$ cat src/rtl/fifo_flow.sv
// -----------------------------------------------------------------------------
// fifo_flow
//
// Purpose
//   Synchronous FIFO between the link receiver and the router arbiter.
//   Provides an occupancy count, programmable almost-full/almost-empty
//   thresholds, and protected writes and reads: a write to a full FIFO or a
//   read from an empty one is rejected. Rejected requests set sticky error
//   flags. Read data is either registered (one-cycle latency) or
//   first-word-fall-through, selected at build time.
//
// Parameters
//   WIDTH     data word width
//   DEPTH     number of entries, must equal 2**ADDWIDTH
//   ADDWIDTH  pointer width
//   AF_LEVEL  almost_full when count >= AF_LEVEL   (1..DEPTH)
//   AE_LEVEL  almost_empty when count <= AE_LEVEL  (0..DEPTH-1)
//   FWFT      0: dataOut registered on an accepted read
//             1: head word shown on dataOut while not empty
//
// Ports
//   clk           clock; all state changes on the rising edge
//   reset         synchronous, active-high; overrides every other input
//   write, read   transfer requests
//   dataIn        write data
//   clear_err     clears overflow/underflow
//   dataOut       read data
//   full, almost_full, empty, almost_empty
//                 occupancy flags, decoded from the registered count
//   count         occupancy, 0..DEPTH
//   overflow      sticky: a write was rejected
//   underflow     sticky: a read was rejected
// -----------------------------------------------------------------------------
module fifo_flow #(
  parameter int WIDTH    = 32,
  parameter int DEPTH    = 32,
  parameter int ADDWIDTH = 5,
  parameter int AF_LEVEL = DEPTH - 2,
  parameter int AE_LEVEL = 1,
  parameter bit FWFT     = 1'b0
) (
  input  logic                clk,
  input  logic                reset,
  input  logic                write,
  input  logic                read,
  input  logic [WIDTH-1:0]    dataIn,
  input  logic                clear_err,
  output logic [WIDTH-1:0]    dataOut,
  output logic                full,
  output logic                almost_full,
  output logic                empty,
  output logic                almost_empty,
  output logic [ADDWIDTH:0]   count,
  output logic                overflow,
  output logic                underflow
);

  // Reject parameter sets that the pointer arithmetic cannot support.
  if (DEPTH != 2**ADDWIDTH) begin : g_bad_depth
    $error("fifo_flow: DEPTH must equal 2**ADDWIDTH");
  end
  if (AF_LEVEL < 1 || AF_LEVEL > DEPTH) begin : g_bad_af
    $error("fifo_flow: AF_LEVEL out of range 1..DEPTH");
  end
  if (AE_LEVEL < 0 || AE_LEVEL > DEPTH - 1) begin : g_bad_ae
    $error("fifo_flow: AE_LEVEL out of range 0..DEPTH-1");
  end

  localparam logic [ADDWIDTH:0] DEPTH_CNT = (ADDWIDTH + 1)'(DEPTH);
  localparam logic [ADDWIDTH:0] AF_CNT    = (ADDWIDTH + 1)'(AF_LEVEL);
  localparam logic [ADDWIDTH:0] AE_CNT    = (ADDWIDTH + 1)'(AE_LEVEL);

  logic [WIDTH-1:0]    mem [DEPTH];
  logic [ADDWIDTH-1:0] head;
  logic [ADDWIDTH-1:0] tail;
  logic                rd_ok;
  logic                wr_ok;

  // A read frees a slot in the same cycle, so a full FIFO may accept a
  // write alongside a read. An empty FIFO never accepts a read, even if a
  // write arrives in the same cycle.
  assign rd_ok = read & ~empty;
  assign wr_ok = write & (~full | rd_ok);

  // Flags decode the registered count only, so no combinational path runs
  // from write/read to them.
  assign full         = (count == DEPTH_CNT);
  assign empty        = (count == '0);
  assign almost_full  = (count >= AF_CNT);
  assign almost_empty = (count <= AE_CNT);

  // Pointers wrap naturally because DEPTH is a power of two.
  always_ff @(posedge clk) begin
    if (reset) begin
      head  <= '0;
      tail  <= '0;
      count <= '0;
    end else begin
      // NOTE: sequential state uses non-blocking assignments so every
      // register samples the pre-edge values of the others.
      if (wr_ok) head <= head + 1'b1;
      if (rd_ok) tail <= tail + 1'b1;
      count <= count + (ADDWIDTH + 1)'(wr_ok) - (ADDWIDTH + 1)'(rd_ok);
    end
  end

  // NOTE: the storage array is deliberately left out of reset. Reset makes
  // the contents unreachable through the pointers, and skipping the array
  // keeps it mappable onto RAM.
  always_ff @(posedge clk) begin
    if (wr_ok && !reset) mem[head] <= dataIn;
  end

  // Sticky error flags. A new error in the same cycle as clear_err keeps
  // the flag set.
  always_ff @(posedge clk) begin
    if (reset) begin
      overflow  <= 1'b0;
      underflow <= 1'b0;
    end else begin
      if (write && !wr_ok) overflow <= 1'b1;
      else if (clear_err)  overflow <= 1'b0;

      if (read && empty)   underflow <= 1'b1;
      else if (clear_err)  underflow <= 1'b0;
    end
  end

  if (FWFT) begin : g_fwft
    // The head word is visible while data is stored. Driving zero while
    // empty gives a defined value after reset.
    assign dataOut = empty ? '0 : mem[tail];
  end else begin : g_registered
    logic [WIDTH-1:0] dout_q;

    always_ff @(posedge clk) begin
      if (reset)      dout_q <= '0;
      else if (rd_ok) dout_q <= mem[tail];
    end

    assign dataOut = dout_q;
  end

endmodule

$ cat config.mk
export PLATFORM = sky130hd
export DESIGN_NAME = fifo_flow
export DESIGN_NICKNAME = d
export VERILOG_FILES = /design/src/rtl/fifo_flow.sv
export SDC_FILE = /design/constraint.sdc
export NUM_CORES = 1
export LEC_CHECK = 0
export CAP_MARGIN = 25
export CORE_ASPECT_RATIO = 2
export CORE_MARGIN = 10
export CORE_UTILIZATION = 40
export CTS_CLUSTER_DIAMETER = 100
export CTS_CLUSTER_SIZE = 12
export DETAILED_ROUTE_END_ITERATION = 10
export MAX_ROUTING_LAYER = met4
export RECOVER_POWER = 25
export SYNTH_ARGS = -nofsm -noshare
export SYNTH_HDL_FRONTEND = slang
export SYNTH_SLANG_ARGS = --single-unit
$ cat constraint.sdc
create_clock -name clk -period 5.21 [get_ports clk]
set_clock_uncertainty 0.15 [all_clocks]
set_input_delay 0.521 -clock clk [delete_from_list [all_inputs] [get_ports clk]]
set_output_delay 0.521 -clock clk [all_outputs]
set_load 0.02 [all_outputs]
# After elaboration in Yosys (flattened, before gate mapping)
# Memory sizes are Yosys's and may differ from the RTL's. A register that Yosys moved wholly into a read port is not among the register bits.
# Cells that the tools add are included.
dict set report word_totals {
  reg_bits 18
  latch_bits 0
  ram_bits 1024
  rom_bits 0
  output_inout_bits 44
  wordCells 31
  mem_count 1
}
# name depth width rd rd_clocked_by_memory_dff wr line_no
set memory_table {}
lappend memory_table {mem 32 32 1 1 1 73} ;# logic [WIDTH-1:0] mem [DEPTH];
dict set report op_classes {
  n_addsub 4
  mul 0
  div 0
  order_cmp 2
  eq_ne 1
  shift 0
  n_mux 5
  n_bitwise 5
  n_reduce_logical 8
}
# cell count
set op_table {}
lappend op_table {{$add A5 B1 Y5 const B} 2}
lappend op_table {{$add A6 B1 Y6} 1}
lappend op_table {{$eq A6 B6 Y1 const B} 1}
lappend op_table {{$ge A6 B5 Y1 const B} 1}
lappend op_table {{$le A6 B1 Y1 const B} 1}
lappend op_table {{$logic_not A6 Y1} 1}
lappend op_table {{$sub A6 B1 Y6} 1}
lappend op_table {{$mux W1} 5}
lappend op_table {{$reduce_bool A2 Y1} 2}
lappend op_table {{$logic_and A1 B1 Y1} 3}
lappend op_table {{$and A1 B1 Y1} 2}
lappend op_table {{$logic_not A1 Y1} 2}
lappend op_table {{$not A1 Y1} 2}
lappend op_table {{$or A1 B1 Y1} 1}

# Depth between registers and ports, before layout
# Gate-level depths: netlist of run 1.
dict set report depth {
  depth_word 8
  depth_mapped 13
  mapped_depth_nobuf 12
}

# Worst setup path after synthesis of run 1
# Ideal clock, no wire load.
dict set report synth_timing {
  kind {register to register}
  start {register count[2]}
  end {memory mem[22][0] (enable)}
  setup_time_ns 0.421
  t_arrival_ns 3.071
  required_time_ns 4.639
  slack_ns 1.568
  stages_incl_launch_ff 8
  path_buffers 0
  period_less_slack_ns 3.642
  path_cell_list {dfxtp_1 > inv_1 > ha_1 > nand4bb_1 > inv_2 > a211oi_1 > nand2_1 > nor2_1}
}
# element line_no
set synth_lines {}
lappend synth_lines {{start: declaration} 53} ;# output logic [ADDWIDTH:0] count,
lappend synth_lines {{start signal: assignment} 103} ;# count <= count + (ADDWIDTH + 1)'(wr_ok) - (ADDWIDTH + 1)'(rd_ok);
lappend synth_lines {{$eq A6 B6 Y1} 87} ;# assign full = (count == DEPTH_CNT);
lappend synth_lines {{named net full} 49} ;# output logic full,
lappend synth_lines {{$not A1 Y1} 83} ;# assign wr_ok = write & (~full | rd_ok);
lappend synth_lines {{$or A1 B1 Y1} 83}
lappend synth_lines {{$and A1 B1 Y1} 83}
lappend synth_lines {{$logic_and A1 B1 Y1} 111} ;# if (wr_ok && !reset) mem[head] <= dataIn;
lappend synth_lines {{$mux W1} 111}
lappend synth_lines {{$mux W1 (not written as such)} 111}
lappend synth_lines {{end: declaration} 73}
# The timed path passes the listed nets, and every way through them passes these cells.

==> out/results.tsv, run 1 <==
stage	metric	value	unit
layout	fraction of final layout cells sized beyond drive strength 1	17.7	%
clock_tree	maximum buffer depth of the clock tree	3	
min_path	HP Class	in -> reg	
routing	Residual DRC	0	
status	violations in the final reports	max-capacitance violations, max-slew violations	
clock_tree	# H-tree levels	3	
layout	Area growth syn-to-layout	13.1	%
synth	Post-Synth Adder-Cell Area	0.538	%
timing	Hold Worst Slack	0.324	ns
synth	Synth Warn #	0	
timing	setup violators final	0	
floorplan	overall die height	472	um
timing	max-slew headroom at the worst pin	-42.2	%
setup_path	maximum fanout along the worst path	52	
synth	number of synthesized register bits	1074	
clock_tree	buffers inserted by post-CTS timing repair	0	
synth	share of flip-flops with an asynchronous set or reset	0	%
setup_path	slowest stage cell on the critical path	sky130_fd_sc_hd__dfxtp_4	
clock_tree	Clock Tree Root	sky130_fd_sc_hd__clkbuf_16	
setup_path	Required @ worst endpoint	5.63	ns
synth	area of the mapped netlist	40900	um2
setup_path	Critical Setup Path Class	reg -> reg	
synth	post-synthesis xor/xnor area fraction	0.235	%
floorplan	area of the die	116000	um2
synth	syn nets	2039	
routing	Vias/cell	5.75	
timing	measured slew at the worst slew-check pin	2.13	ns
job	max-capacitance violation count	24	
setup_path	critical path endpoint category	flip-flop	
synth	Compound-Gate Fraction of Synth Area	4.71	%
floorplan	total core area	102000	um2
setup_path	Worst R2R Start	tail[1]	
routing	Antenna Nets Post-Route	0	
routing	average wire per standard cell	31.3	um
clock_tree	TritonCTS clock tree	built	
clock_tree	post_cts resized	0	
clock_tree	Reg clk slew, reported paths	0.07	ns
synth	prevailing post-synth register cell	sky130_fd_sc_hd__edfxtp_1	
status	result of the run	complete, but fails checks	
routing	via count	20100	
power	Cell Pwr Density	430	nW/um2
floorplan	I/O pin total	81	
grt	largest net degree at the start of global routing	70	
grt	GRT Util Overall	19.4	%
timing	Hold Violations, Final	0	
min_path	startpoint of the worst hold path	clear_err	
grt	remaining global-route overflow	0	
grt	via count of the first global-routing pass	21000	
synth	Unique masters post-synth	49	
setup_path	Buf/Inv on CP	1	
timing	RSZ-0062 raised after global routing	no	
routing	First DRT Iteration DRCs	1817	
clock_tree	number of CTS-inserted buffers	99	
routing	count of TritonRoute iterations in the first routing pass	7	
timing	post-route fraction of the period consumed by the critical path	66.2	%
placement	Final GP Congestion	0.829	
placement	dpl hpwl	70500	um
power	IR drop worst, VDD	350	uV
synth	mean area per synthesized cell	20.6	um2
routing	drt total wl	110000	um
layout	nets@finish	2164	
layout	final standard cell utilization of the core	45.4	%
setup_path	cell breakdown of the critical path	buf_12, mux4_2, a22o_1, or4_1, a32o_1	
timing	f_max	290	MHz
placement	Port Buffer Count	80	
synth	number of flops mapped to enable cells by yosys	1024	
grt	first-pass GRT wire length	156000	um
timing	total negative setup slack	0	ns
synth	gate count after technology mapping	1985	
grt	antenna violations before repair	3	
setup_path	setup slack, reg-to-reg	1.76	ns
clock_tree	clock latency at the later pin of the worst-skew pair	0.69	ns
power	Overall Power	19.9	mW
clock_tree	clock sink count	1074	
synth	combinational family with the most area after synthesis	multiplexers	
synth	sequential cell area fraction in the yosys report	77.5	%
synth	post-synthesis simple-gate area fraction	1.99	%
setup_path	timing startpoint of the critical path	tail[1]	
floorplan	effective utilization at floorplan	40.2	%
setup_path	Startpoint Class	flip-flop	
floorplan	die span in x	246	um
floorplan	standard-cell rows	166	
synth	mux share of post-synthesis cell area	13.5	%
power	Leak	14.1	nW
setup_path	CP arrival	3.87	ns
clock_tree	hold-fix buffer count after cts	0	
setup_path	Largest stage delay, worst path	0.85	ns
timing	minimum period implied by the final worst setup slack	3.45	ns
setup_path	dominant delay contributor by cell family on the critical path	flip-flops	
timing	number of max-slew violations in the final report	792	
[layout make-up]
cell class	instances	area [um2]
clock buffers	141	2680
repair buffers	140	1220
diodes	3	7.51
clock inverters	3	26.3
flip-flops and latches	1074	31800
inverters	13	48.8
fillers	8414	55700
well taps	1344	1680
multi-input cells	782	8900
[synth_stat cells, types with 2 or more instances]
| library cell | count | area, um2 |
|---|---|---|
| sky130_fd_sc_hd__a2111o_1 | 32 | 360 |
| sky130_fd_sc_hd__a211oi_1 | 2 | 15.0 |
| sky130_fd_sc_hd__a21o_1 | 2 | 15.0 |
| sky130_fd_sc_hd__a21oi_1 | 6 | 30.0 |
| sky130_fd_sc_hd__a22o_1 | 64 | 561 |
| sky130_fd_sc_hd__a32o_1 | 32 | 320 |
| sky130_fd_sc_hd__and2_1 | 2 | 12.5 |
| sky130_fd_sc_hd__buf_1 | 5 | 18.8 |
| sky130_fd_sc_hd__buf_2 | 35 | 175 |
| sky130_fd_sc_hd__buf_4 | 3 | 22.5 |
| sky130_fd_sc_hd__buf_6 | 7 | 78.8 |
| sky130_fd_sc_hd__clkbuf_1 | 65 | 244 |
| sky130_fd_sc_hd__dfxtp_1 | 50 | 1000 |
| sky130_fd_sc_hd__edfxtp_1 | 1024 | 30700 |
| sky130_fd_sc_hd__ha_1 | 16 | 200 |
| sky130_fd_sc_hd__inv_1 | 11 | 41.3 |
| sky130_fd_sc_hd__inv_2 | 2 | 7.51 |
| sky130_fd_sc_hd__mux2i_1 | 193 | 1930 |
| sky130_fd_sc_hd__mux4_2 | 160 | 3600 |
| sky130_fd_sc_hd__nand2_1 | 11 | 41.3 |
| sky130_fd_sc_hd__nand2b_1 | 3 | 18.8 |
| sky130_fd_sc_hd__nand3_1 | 7 | 35.0 |
| sky130_fd_sc_hd__nand3b_1 | 4 | 30.0 |
| sky130_fd_sc_hd__nand4bb_1 | 2 | 22.5 |
| sky130_fd_sc_hd__nor2_1 | 82 | 308 |
| sky130_fd_sc_hd__nor2b_1 | 6 | 37.5 |
| sky130_fd_sc_hd__o21ai_0 | 32 | 160 |
| sky130_fd_sc_hd__o22ai_1 | 64 | 400 |
| sky130_fd_sc_hd__or3_1 | 2 | 12.5 |
| sky130_fd_sc_hd__or3b_2 | 2 | 17.5 |
| sky130_fd_sc_hd__or4_1 | 32 | 240 |
| sky130_fd_sc_hd__xnor2_1 | 5 | 43.8 |
| sky130_fd_sc_hd__xor2_1 | 6 | 52.6 |
[per-stage QoR]
stage               setup slack, ns  instances  cell area (um2)
floorplan                      1.57       1985            40900
global placement               1.35       3351            43600
detailed placement             1.41       3353            43600
CTS                            1.70       3497            46400
global route                   1.58       3500            46300
finish                         1.76       3500            46300
[worst register-to-register path, stage by stage (launching register included)]
cell and delay [ns]:
sky130_fd_sc_hd__dfxtp_4 0.85, sky130_fd_sc_hd__buf_12 0.48, sky130_fd_sc_hd__mux4_2 0.60, sky130_fd_sc_hd__a22o_1 0.27, sky130_fd_sc_hd__or4_1 0.69, sky130_fd_sc_hd__a32o_1 0.31
[cell families (layout without fill, tap and decap cells)]
logic type,count (synthesis),count (layout)
flip-flops,1074,1074
multiplexers,353,353
AO/OA/AOI/OAI,243,243
AND/OR/NAND/NOR,158,158
buffers and inverters,129,297
adder cells (fa/ha/maj),17,17
XOR/XNOR,11,11
other,0,3
[cell usage in the layout, fill, tap and decap left out, types with 16 or more instances in the layout]
cell type,instances
sky130_fd_sc_hd__edfxtp_1,1024
sky130_fd_sc_hd__mux2i_1,193
sky130_fd_sc_hd__mux4_2,160
sky130_fd_sc_hd__clkbuf_16,101
sky130_fd_sc_hd__a22o_1,64
sky130_fd_sc_hd__o22ai_1,64
sky130_fd_sc_hd__clkbuf_1,64
sky130_fd_sc_hd__clkdlybuf4s50_1,48
sky130_fd_sc_hd__nor2_1,47
sky130_fd_sc_hd__buf_4,47
sky130_fd_sc_hd__dfxtp_1,46
sky130_fd_sc_hd__nor2_4,35
sky130_fd_sc_hd__o21ai_0,32
sky130_fd_sc_hd__or4_1,32
sky130_fd_sc_hd__a2111o_1,32
sky130_fd_sc_hd__a32o_1,32
sky130_fd_sc_hd__ha_1,16
[sequential cells by signal (all words and copies together), names as in the netlist]
name,flops
mem,1024
head,5
underflow,1
count,6
dataOut,32
overflow,1
tail,5
[worst paths after layout]
path / endpoint / cells after the start
worst min register to register: dataOut[4] / 1
worst max register to register: dataOut[18] / 5
worst max-delay path: dataOut[18] / 5
worst min-delay path: overflow / 4
[power breakdown]
part	internal [mW]	switching (mW)
Clock	3.51	2.97
Sequential	9.63	0.242
Combinational	1.53	2.05
Total	14.7	5.26
[metal layers]
layer  track usage [%]  part of all wire [%]  vias up
li1                  -                     -     8483
met1              19.9                    34    10800
met2              35.8                    57      652
met3              2.72                   4.5      202
met4              8.78                   4.9        0
met5                 -                     0        -
No activity file was read; power rests on OpenSTA's default activity.
==> run 2: changes to the inputs <==
==> constraint.sdc (replaced) <==
create_clock -name clk -period 3.25 [get_ports clk]
set_clock_uncertainty 0.15 [all_clocks]
set_input_delay 0.325 -clock clk [delete_from_list [all_inputs] [get_ports clk]]
set_output_delay 0.325 -clock clk [all_outputs]
set_load 0.02 [all_outputs]
==> run 2 against run 1 <==
Against the previous run:
- the run still ends with max-capacitance violations, max-slew violations left
- first-iteration DRC count down 4.9%
- non-clock buffer count is 93 higher
- worst hold slack lost 0.22 ns
- setup slack got worse by 1.6 ns
- sequential share of layout area fell by 2.2 points
- clock-buffer cell count grew 35
- cell count is 3.7% higher
- global-route usage decreased by 0.35 points
- largest cell class unchanged
==> out/results.tsv, run 2 (synthesized netlist as in run 1, its figures left out) <==
stage	metric	value	unit
setup_path	setup slack, reg-to-reg	0.20	ns
setup_path	cell seen most often among critical-path stages	sky130_fd_sc_hd__buf_4	
setup_path	slowest stage cell on the critical path	sky130_fd_sc_hd__a211oi_1	
layout	cell area after layout	47800	um2
setup_path	CP arrival	3.25	ns
floorplan	die span in x	246	um
power	Cell Pwr Density	670	nW/um2
timing	Hold Violations, Final	0	
grt	GRT Util Overall	19.0	%
routing	Antenna Nets Post-Route	0	
clock_tree	clock latency at the later pin of the worst-skew pair	0.69	ns
routing	average wire per standard cell	29.6	um
clock_tree	maximum buffer depth of the clock tree	3	
power	internal power of the cells	24.0	mW
setup_path	Critical Setup Path Class	reg -> reg	
setup_path	Largest stage delay, worst path	0.56	ns
grt	largest net degree at the start of global routing	38	
placement	placed instance count	3432	
placement	Port Buffer Count	80	
power	Leak	14.8	nW
timing	number of max-slew violations in the final report	65	
clock_tree	Clock Tree Root	sky130_fd_sc_hd__clkbuf_16	
job	max-capacitance violation count	2	
power	combinational share of power	17.5	%
layout	final instance count without filler cells	3630	
timing	Hold Worst Slack	0.105	ns
timing	total negative setup slack	0	ns
routing	Vias/cell	5.67	
clock_tree	clock sink count	1074	
setup_path	maximum fanout along the worst path	16	
timing	post-route fraction of the period consumed by the critical path	93.8	%
routing	drt total wl	108000	um
setup_path	Startpoint Class	flip-flop	
power	fraction of power consumed by the clock network	33.4	%
layout	Largest Register	mem	
placement	dpl hpwl	63700	um
floorplan	total core area	102000	um2
routing	count of TritonRoute iterations in the first routing pass	7	
power	switching fraction of total power	25.3	%
timing	max-slew headroom at the worst pin	-1.23	%
floorplan	I/O pin total	81	
floorplan	standard-cell rows	166	
clock_tree	number of CTS-inserted buffers	99	
placement	Final GP Congestion	0.812	
grt	remaining global-route overflow	0	
routing	Residual DRC	0	
setup_path	Required @ worst endpoint	3.45	ns
setup_path	cell breakdown of the critical path	inv_1, ha_1, nand4bb_1, inv_2, a211oi_1, nand2_1, buf_4, nor2_4, buf_4	
floorplan	overall die height	472	um
status	violations in the final reports	max-capacitance violations, max-slew violations	
layout	fraction of final layout cells sized beyond drive strength 1	19.7	%
floorplan	area of the die	116000	um2
setup_path	Buf/Inv on CP	4	
layout	nets@finish	2257	
routing	via count	20600	
setup_path	critical path endpoint category	flip-flop	
timing	measured slew at the worst slew-check pin	1.52	ns
power	IR drop worst, VDD	449	uV
timing	RSZ-0062 raised after global routing	no	
power	sequential cell fraction of total power	49.1	%
timing	minimum period implied by the final worst setup slack	3.05	ns
grt	via count of the first global-routing pass	21900	
clock_tree	buffers inserted by post-CTS timing repair	0	
clock_tree	TritonCTS clock tree	built	
status	result of the run	complete, but fails checks	
clock_tree	post_cts resized	0	
min_path	HP Class	in -> reg	
clock_tree	Reg clk slew, reported paths	0.07	ns
clock_tree	# H-tree levels	3	
grt	first-pass GRT wire length	155000	um
clock_tree	hold-fix buffer count after cts	0	
floorplan	effective utilization at floorplan	40.2	%
layout	flip-flop count of the largest register after layout	1024	
layout	fillers	8343	
setup_path	dominant delay contributor by cell family on the critical path	buffers and inverters	
layout	Area growth syn-to-layout	16.8	%
grt	antenna violations before repair	2	
layout	commonest non-fill, non-tap cell in the layout	sky130_fd_sc_hd__edfxtp_1	
placement	instance area at placement	44900	um2
timing	setup violators final	0	
timing	f_max	328	MHz
layout	commonest cells after routing, fill and taps aside	1024 x sky130_fd_sc_hd__edfxtp_1, 193 x sky130_fd_sc_hd__mux2i_1, 160 x sky130_fd_sc_hd__mux4_2	
routing	First DRT Iteration DRCs	1728	
power	NetSw	8.10	mW
==> run 2: cell types whose count changed in the layout (fill, tap and decap cells not counted), moves of 8 or more <==
cell	delta
sky130_fd_sc_hd__clkbuf_1	+30
sky130_fd_sc_hd__buf_12	+34
sky130_fd_sc_hd__buf_4	+32
sky130_fd_sc_hd__dlygate4sd3_1	+21
sky130_fd_sc_hd__buf_2	-8
sky130_fd_sc_hd__clkdlybuf4s50_1	+11
==> run 2: final cells by class <==
class	instances	area, um2	area share [%]
antenna	2	5.00	0.0105
sequential	1074	31800	66.4
clock buffer	176	2810	5.87
clock inverter	6	67.6	0.141
inverter	13	48.8	0.102
timing repair buffer	233	2560	5.36
tap	1344	1680	3.52
multi-input combinational	782	8900	18.6
==> run 2: stage by stage <==
stage	setup slack, ns	total power, mW	util (%)
6_report	0.202	32.1	46.9
5_1_grt	0.0538	33.2	46.9
4_1_cts	0.156	32.4	46.8
3_5_place_dp	0.148	21.7	44.0
3_3_place_gp	0.161	21.6	43.9
2_1_floorplan	-0.392	19.6	-
==> run 2: worst paths after layout <==
path | start | end | cells after the start
min | clear_err | overflow | 4
min reg2reg | dataOut[1] | dataOut[1] | 1
max | count[2] | mem[4][20] | 9
max reg2reg | count[2] | mem[4][20] | 9
==> run 2: layer usage <==
metal | track usage, % | wire length, um | vias up
li1 | - | - | 8724
met2 | 35.1 | 60800 | 681
met5 | - | 0 | -
met1 | 20.4 | 38100 | 11000
met3 | 2.66 | 5400 | 150
met4 | 6.63 | 3300 | 0
==> run 2: power by group through the flow <==
stage	logic (mW)	registers [mW]	clock network, mW
after floorplan	3.54	16.0	0
after global placement	5.59	16.0	0
after detailed placement	5.67	16.0	0
after CTS	5.69	15.7	10.9
after global routing	5.96	15.8	11.4
final	5.61	15.7	10.7
==> run 2: tightest hold or removal path: stages <==
cell	delay, ns
sky130_fd_sc_hd__clkdlybuf4s50_1	0.40
sky130_fd_sc_hd__inv_1	0.07
sky130_fd_sc_hd__a32oi_1	0.05
sky130_fd_sc_hd__nor2_1	0.07
